$ cat src/rtl/pwm_pkg.sv
// rtl/pwm_pkg.sv - shared defaults and duty-bus slicing helper for the PWM generator
package pwm_pkg;

  localparam int DEF_CNT_W  = 16;
  localparam int DEF_PERIOD = 571;
  localparam int DEF_DUTY   = 286;

  // Upper bounds for the generic slicing helper; callers cast the result down to CNT_W.
  localparam int MAX_CNT_W  = 32;
  localparam int MAX_BUS_W  = 1024;

  function automatic logic [MAX_CNT_W-1:0] duty_slice(input logic [MAX_BUS_W-1:0] bus,
                                                      input int unsigned          ch,
                                                      input int unsigned          w);
    logic [MAX_CNT_W-1:0] mask;
    mask = {MAX_CNT_W{1'b1}} >> (MAX_CNT_W - w);
    return MAX_CNT_W'(bus >> (ch * w)) & mask;
  endfunction

endpackage

$ cat src/rtl/pwm_ch_cmp.sv
// rtl/pwm_ch_cmp.sv - one PWM channel: staged/active duty and registered compare against the shared counter
module pwm_ch_cmp
  import pwm_pkg::*;
#(
  parameter int CNT_W    = DEF_CNT_W,
  parameter int RST_DUTY = DEF_DUTY,
  parameter bit INVERT   = 1'b0
) (
  input  logic             clk,
  input  logic             rst,
  input  logic             en,
  input  logic [CNT_W-1:0] cnt,
  input  logic [CNT_W-1:0] duty_in,
  input  logic             stage,
  input  logic             direct,
  input  logic             apply,
  output logic             pwm
);

  logic [CNT_W-1:0] duty_st;
  logic [CNT_W-1:0] duty_sh;

  always_ff @(posedge clk) begin
    if (rst) begin
      duty_st <= CNT_W'(RST_DUTY);
      duty_sh <= CNT_W'(RST_DUTY);
      pwm     <= INVERT;
    end else begin
      if (stage) begin
        duty_st <= duty_in;
      end
      // A load landing on the terminal cycle bypasses staging entirely.
      if (direct) begin
        duty_sh <= duty_in;
      end else if (apply) begin
        duty_sh <= duty_st;
      end
      pwm <= en ? ((cnt < duty_sh) ^ INVERT) : INVERT;
    end
  end

endmodule

$ cat src/rtl/pwm_multi_gen.sv
// rtl/pwm_multi_gen.sv - multi-channel PWM generator with a shared period counter and boundary-aligned reload
module pwm_multi_gen #(
  parameter int CNT_W      = pwm_pkg::DEF_CNT_W,
  parameter int NUM_CH     = 4,
  parameter int DEF_PERIOD = pwm_pkg::DEF_PERIOD,
  parameter int DEF_DUTY   = pwm_pkg::DEF_DUTY,
  parameter bit INVERT     = 1'b0
) (
  input  logic                    clk,
  input  logic                    rst,
  input  logic                    en,
  input  logic [CNT_W-1:0]        period_in,
  input  logic [NUM_CH*CNT_W-1:0] duty_in,
  input  logic                    load,
  output logic                    load_pending,
  output logic [NUM_CH-1:0]       pwm_out,
  output logic                    period_tick,
  output logic [CNT_W-1:0]        cnt_out
);

  import pwm_pkg::*;

  logic [CNT_W-1:0]     cnt;
  logic [CNT_W-1:0]     per_sh;
  logic [CNT_W-1:0]     per_st;
  logic                 pend;
  logic                 term;
  logic                 direct;
  logic                 apply;
  logic [MAX_BUS_W-1:0] duty_bus;

  assign term     = (cnt == per_sh);
  assign direct   = load & en & term;
  // While disabled the counter already sits at 0, so staged values may go live at once.
  assign apply    = pend & (~en | term) & ~direct;
  assign duty_bus = MAX_BUS_W'(duty_in);

  always_ff @(posedge clk) begin
    if (rst) begin
      cnt         <= '0;
      per_sh      <= CNT_W'(DEF_PERIOD);
      per_st      <= CNT_W'(DEF_PERIOD);
      pend        <= 1'b0;
      period_tick <= 1'b0;
    end else begin
      cnt         <= (!en || term) ? '0 : cnt + 1'b1;
      period_tick <= en & term;
      if (load) begin
        per_st <= period_in;
      end
      if (direct) begin
        per_sh <= period_in;
      end else if (apply) begin
        per_sh <= per_st;
      end
      if (direct) begin
        pend <= 1'b0;
      end else if (load) begin
        pend <= 1'b1;
      end else if (apply) begin
        pend <= 1'b0;
      end
    end
  end

  assign load_pending = pend;
  assign cnt_out      = cnt;

  for (genvar i = 0; i < NUM_CH; i++) begin : g_ch
    logic [CNT_W-1:0] duty_ch;
    assign duty_ch = CNT_W'(duty_slice(duty_bus, i, CNT_W));

    pwm_ch_cmp #(
      .CNT_W    (CNT_W),
      .RST_DUTY (DEF_DUTY),
      .INVERT   (INVERT)
    ) u_ch (
      .clk     (clk),
      .rst     (rst),
      .en      (en),
      .cnt     (cnt),
      .duty_in (duty_ch),
      .stage   (load),
      .direct  (direct),
      .apply   (apply),
      .pwm     (pwm_out[i])
    );
  end

endmodule

$ cat config.mk
export PLATFORM = sky130hd
export DESIGN_NAME = pwm_multi_gen
export DESIGN_NICKNAME = d
export VERILOG_FILES = /design/src/rtl/pwm_pkg.sv /design/src/rtl/pwm_ch_cmp.sv /design/src/rtl/pwm_multi_gen.sv
export SDC_FILE = /design/constraint.sdc
export NUM_CORES = 1
export LEC_CHECK = 0
export BUFFER_PORTS_ARGS = -buffer_cell sky130_fd_sc_hd__buf_2
export CAP_MARGIN = 20
export CORE_ASPECT_RATIO = 0.7
export CORE_UTILIZATION = 52
export CTS_CLUSTER_SIZE = 14
export DETAILED_ROUTE_END_ITERATION = 8
export PLACE_DENSITY = 0.76
export SLEW_MARGIN = 20
export SYNTH_ARGS = -nofsm -noshare
export SYNTH_HDL_FRONTEND = slang
export SYNTH_SLANG_ARGS = --single-unit
$ cat constraint.sdc
create_clock -name clk -period 1.79 [get_ports clk]
set_input_delay 0.358 -clock clk [delete_from_list [all_inputs] [get_ports clk]]
set_output_delay 0.358 -clock clk [all_outputs]
set_load 0.01 [all_outputs]
* Word level (Yosys, flattened, before mapping)
Cells that the tools add are included.
** Operators by class
- Shifts and indexed selects :: 0
- Reductions and logical operators :: 7
- $lt $le $gt $ge :: 4
- Equal/unequal tests :: 1
- Bitwise operators :: 8
- Add/sub/neg operators :: 1
- Div/mod/pow operators :: 0
- Muxes and demuxes :: 12
- Multiply operators :: 0
** Operators by type and width (number)
- two-way mux 16 bit :: 10
- < comparator 16 bit :: 4
- adder 16 x 1 -> 16 bit (second input constant) :: 1
- equality test 16 bit :: 1
- OR reduction 2 bit :: 3
- AND 1 bit :: 5
- nonzero test 2 bit :: 2
- two-way mux 1 bit :: 2
- inverter 1 bit :: 2
- logical NOT 1 bit :: 1
- logical OR 1 bit :: 1
- bitwise OR 1 bit :: 1
** Storage, ports and cells
- Input bits :: 84
- Bits in read-only memories :: 0
- Logic and storage cells :: 50
- Memory bits (writable) :: 0
- Memories :: 0
- Register bits after elaboration :: 182
- Bits in latches :: 0

* Logic depth before layout (Yosys ltp)
- Word-level depth :: 6
- Depth in mapped cells :: 9

* Hierarchy
Synthesis repeated with hierarchy kept, for this count alone.
** Unflattened totals
- Cells, all modules :: 1040
- Area, all modules :: 9205.1 µm²
** By module, submodules not included
- pwm_ch_cmp :: area each 1695.4 µm², sequential area each 660.6 µm², times used 4, cells each 190
- pwm_multi_gen :: area each 2423.6 µm², sequential area each 1001.0 µm², times used 1, cells each 280

* Least setup slack after synthesis
No wires, ideal clock.
- Kind :: register to register
- From :: register cnt[11] (netlist: cnt_out[11])
- To :: register g_ch[2].u_ch.duty_sh[11]
- Arrival time :: 1913 ps
- Setup slack :: -251 ps
- Cell stages (with the launch flop) :: 8
- Clock period less this slack :: 2041 ps
- Buffers on the path :: 1
- Path through :: dfxtp_1 -> xor2_1 -> nor4_2 -> nand4_2 -> o2bb2ai_4 -> buf_6 -> a222oi_1 -> nor2_1
** Between the ends
- Cells in the longest elaborated chain, start to end :: 5
- Elaborated cells between the ends (all ways) :: 8
- Classes of those cells :: 1 x eq/ne; 1 x mux; 5 x bitwise; 1 x reduce/logical
** RTL lines
- from (decl) :: line pwm_multi_gen.sv:23 : logic [CNT_W-1:0] cnt;
- from (signal assigned) :: line pwm_multi_gen.sv:46 : cnt <= (!en || term) ? '0 : cnt + 1'b1;
- equality test 16 bit (*) :: line pwm_multi_gen.sv:32 : assign term = (cnt == per_sh);
- bitwise OR 1 bit or AND 1 bit (tied branches) :: line pwm_multi_gen.sv:35, pwm_multi_gen.sv:33
- AND 1 bit or inverter 1 bit (tied branches) :: line pwm_multi_gen.sv:35 : assign apply = pend & (~en | term) & ~direct;
- AND 1 bit :: line pwm_multi_gen.sv:35
- nonzero test 2 bit (no source line)
- to (signal assigned) :: line pwm_ch_cmp.sv:26 : duty_sh <= CNT_W'(RST_DUTY);
- to (signal assigned) :: line pwm_ch_cmp.sv:34 : duty_sh <= duty_in;
- to (signal assigned) :: line pwm_ch_cmp.sv:36 : duty_sh <= duty_st;
- to (decl) :: line pwm_ch_cmp.sv:21 : logic [CNT_W-1:0] duty_sh;
Every way passes the cells marked *; elsewhere a longest branch is shown, timed or not.
A chain may end at the register's enable or synchronous reset.

* Worst setup path in the final report
- From :: register per_sh[14]
- To :: register g_ch[1].u_ch.duty_sh[9]
** Between the ends
- Cells in the longest elaborated chain, start to end :: 5
- Elaborated cells between the ends (all ways) :: 8
- Classes of those cells :: 1 x eq/ne; 1 x mux; 5 x bitwise; 1 x reduce/logical
** RTL lines
- from (decl) :: line pwm_multi_gen.sv:24 : logic [CNT_W-1:0] per_sh;
- from (signal assigned) :: line pwm_multi_gen.sv:41 : per_sh <= CNT_W'(DEF_PERIOD);
- from (signal assigned) :: line pwm_multi_gen.sv:52 : per_sh <= period_in;
- from (signal assigned) :: line pwm_multi_gen.sv:54 : per_sh <= per_st;
- equality test 16 bit (*) :: line pwm_multi_gen.sv:32
- bitwise OR 1 bit or AND 1 bit (tied branches) :: line pwm_multi_gen.sv:35, pwm_multi_gen.sv:33
- AND 1 bit or inverter 1 bit (tied branches) :: line pwm_multi_gen.sv:35
- AND 1 bit :: line pwm_multi_gen.sv:35
- nonzero test 2 bit (no source line)
- to (signal assigned) :: line pwm_ch_cmp.sv:26
- to (signal assigned) :: line pwm_ch_cmp.sv:34
- to (signal assigned) :: line pwm_ch_cmp.sv:36
- to (decl) :: line pwm_ch_cmp.sv:21
Marked as above.

==> impl_metrics.ini <==
[grt]
grt_use_met2_pct = 42.7
grt_pass1_wl_microns = 34900
track_usage_pct = 27.6
use_met1_pct = 37.5
met3_usage_pct = 6.05
busiest_layer = met2
grt_overflow_total = 0
grt_max_degree = 111
antenna_found_initial = 0
grt_pass1_vias = 6630

[clock_tree]
cts_made_buffers = 17
path_clk_slew_ns = 0.07
clk_latency_ns = 0.42
clockBufferDepth = 2
cts_root_buffer = clkbuf_16
htree_levels = 4
clock-sinks = 182
cts_tree = yes

[yosys]
syn-mean-instance-area_sq_um = 9.66
synth_top_area_share_pct = 43.4
yosysUniqueCellTypes = 35
ys_ff_latch = 182
ys_seq_area_share_pct = 43.4
syn_area_sq_mm = 0.00839
ys.flop_type = dfxtp_1
synthArstFlopShare_pct = 0
synth_nets = 1014
synth-edff-count = 0
yosys_warnings = 0
yosys.area.top_type = dfxtp_1
netlist_top_cells_area = dfxtp_1, ha_1, a222oi_1
syn-instance-count = 869

[final_layout]
regArea_sq_mm = 0.00367
nNetsFinal = 1130
fill_cells = 1195
area.growth.synth_to_final_pct = 23.8
multi_input_area_sq_mm = 0.00437
post-route-util_pct = 66.4
final_cell_mix = dfxtp_1, nor2_1, buf_2, inv_1, nand2_1
diodes = 0
layout_commonest_cell = dfxtp_1
drive_gt1_share_pct = 24.8

[drt]
drc = 0
drtIter0Drc = 580
dr_total_vias = 7047
wl_per_cell_microns = 19.6
first_pass_iters = 8
totalWireLength_microns = 23400
antenna_left = 0
avgViaCountPerCell = 5.90

[timing]
hold_viol_final = 0
tns_ns = -15.43
final_max_slew_viol_count = 0
post-route-min-period_ns = 2.05
worstMarginPinSlew_ns = 0.534
fmax_ghz = 0.487
slew_headroom_pct = 64.4
setup_violations = 80
fin_crit_sh_pct = 115
rsz0062_at_grt = yes
fin_skew_ns = 0.00983
worst_slack_ns = -0.264

[pwr]
pwr-share-comb_pct = 9.9
p_int_mw = 7.13
power.leakage_nw = 4.84
power_density_mw_per_mm2 = 893
vdd_ir_drop_max_uv = 637
seqPwrFrac_pct = 46.9
p_clk_share_pct = 43.3
p_sw_mw = 2.15
switching_share_pct = 23.1

[status]
violations = negative setup slack
status = complete, but fails checks

[floorplan]
dieArea_sq_mm = 0.0167
die_w_microns = 154
start_util_pct = 53.7
die_h_microns = 108
rows = 38
io_pins = 106
coreArea_sq_mm = 0.0156

[critical_path]
crit_path_max_fanout = 17
cp.required_ns = 2.14
crit_type = reg2reg
critical_path.endpoint_type = register
start_kind = register
r2r_slack_ns = -0.26
arrival_ns = 2.41

[min_path]
hold_path.class = in2reg

[flow_run]
drv_cap = 0

[place]
pre_cts_slack_ns = -0.220
io_buffers = 105
gp_congestion = 0.856
dpl.hpwl_microns = 14200
-- state kept, by name (all words and copies together), names as in the netlist --
name / cells
g_ch.u_ch.duty_st: 64
cnt_out: 16
g_ch.u_ch.pwm: 4
per_sh: 16
g_ch.u_ch.duty_sh: 64
load_pending: 1
period_tick: 1
per_st: 16
-- Yosys cell counts (all sizes together), types with 3 or more instances --
library cell  number
nand2             58
a21o              28
ha                61
nand2b             7
a222oi            54
a21oi             19
o2111ai            4
clkbuf            28
nor2             125
dfxtp            182
buf               35
o211ai             4
inv               63
a211oi             5
nor4               4
nand3              6
a211o             30
and3               3
nor2b             27
mux2i             54
xnor2              4
a221oi            26
nand4             10
xor2              24
-- through the flow --
stage               power, mW  instances  hold slack (ns)  area [sq um]
floorplan                4.97        869            0.408          8490
global placement         5.25       1157            0.418          9390
detailed placement       5.28       1157            0.419          9390
CTS                      9.28       1191            0.147         10200
global route             9.62       1194            0.153         10400
finish                   9.27       1194            0.157         10400
-- cells by family after synthesis --
| group | count (synthesis) | share of synthesized area [%] |
|---|---|---|
| xor+xnor | 28 | 2.92 |
| simple gates | 244 | 12.9 |
| flops | 182 | 43.4 |
| fa+ha+maj | 61 | 9.09 |
| mux | 54 | 6.44 |
| compound gates | 174 | 18.3 |
| buf+inv | 126 | 6.86 |
-- worst paths after layout --
path	start	end	cells past startpoint
worst min-delay path	duty_in[51]	g_ch[3].u_ch.duty_st[3]	2
worst min register to register	per_st[1]	per_sh[1]	2
worst max-delay path	per_sh[14]	g_ch[1].u_ch.duty_sh[9]	9
worst max register to register	per_sh[14]	g_ch[1].u_ch.duty_sh[9]	9
-- worst max-delay path, cell delays in order (launching register included) --
cell and delay (ns):
dfxtp_1 0.35, xor2_1 0.18, nor4_2 0.31, nand4_2 0.19, buf_4 0.21, nor2b_4 0.12
buf_4 0.12, bufbuf_16 0.30, a222oi_1 0.10, nor2_1 0.11
-- metal layers --
layer  up-vias  wire length, microns  share of wire, %
met5         -                     0                 0
met4         0                   479               2.1
met3        35                  1990               8.5
met2       335                 10500                45
met1      3332                 10400                44
li1       3345                     -                 -
-- power by group through the flow --
| stage | Clock [mW] | Sequential (mW) | Combinational, mW |
|---|---|---|---|
| floorplan | 0 | 4.41 | 0.563 |
| global placement | 0 | 4.43 | 0.829 |
| detailed placement | 0 | 4.43 | 0.848 |
| CTS | 4.05 | 4.35 | 0.884 |
| global route | 4.26 | 4.36 | 0.996 |
| finish | 4.01 | 4.35 | 0.914 |
-- area by class of cell --
| class | count | area share [%] |
|---|---|---|
| clock buffer | 21 | 4.63 |
| sequential | 182 | 35.3 |
| inverter | 63 | 2.28 |
| clock inverter | 7 | 1.40 |
| timing repair buffer | 160 | 11.9 |
| multi-input combinational | 561 | 42.1 |
| tap | 200 | 2.41 |
-- repair_timing --
item / CTS / global route
hold buffers: 0 / 0
gates cloned: 3 / 3
gates resized for setup: 9 / 24
endpoints found under the setup margin: 83 / 88
pin swaps: 10 / 26
setup buffers: 3 / 0
Note: power is estimated with default switching activity, not from simulation.
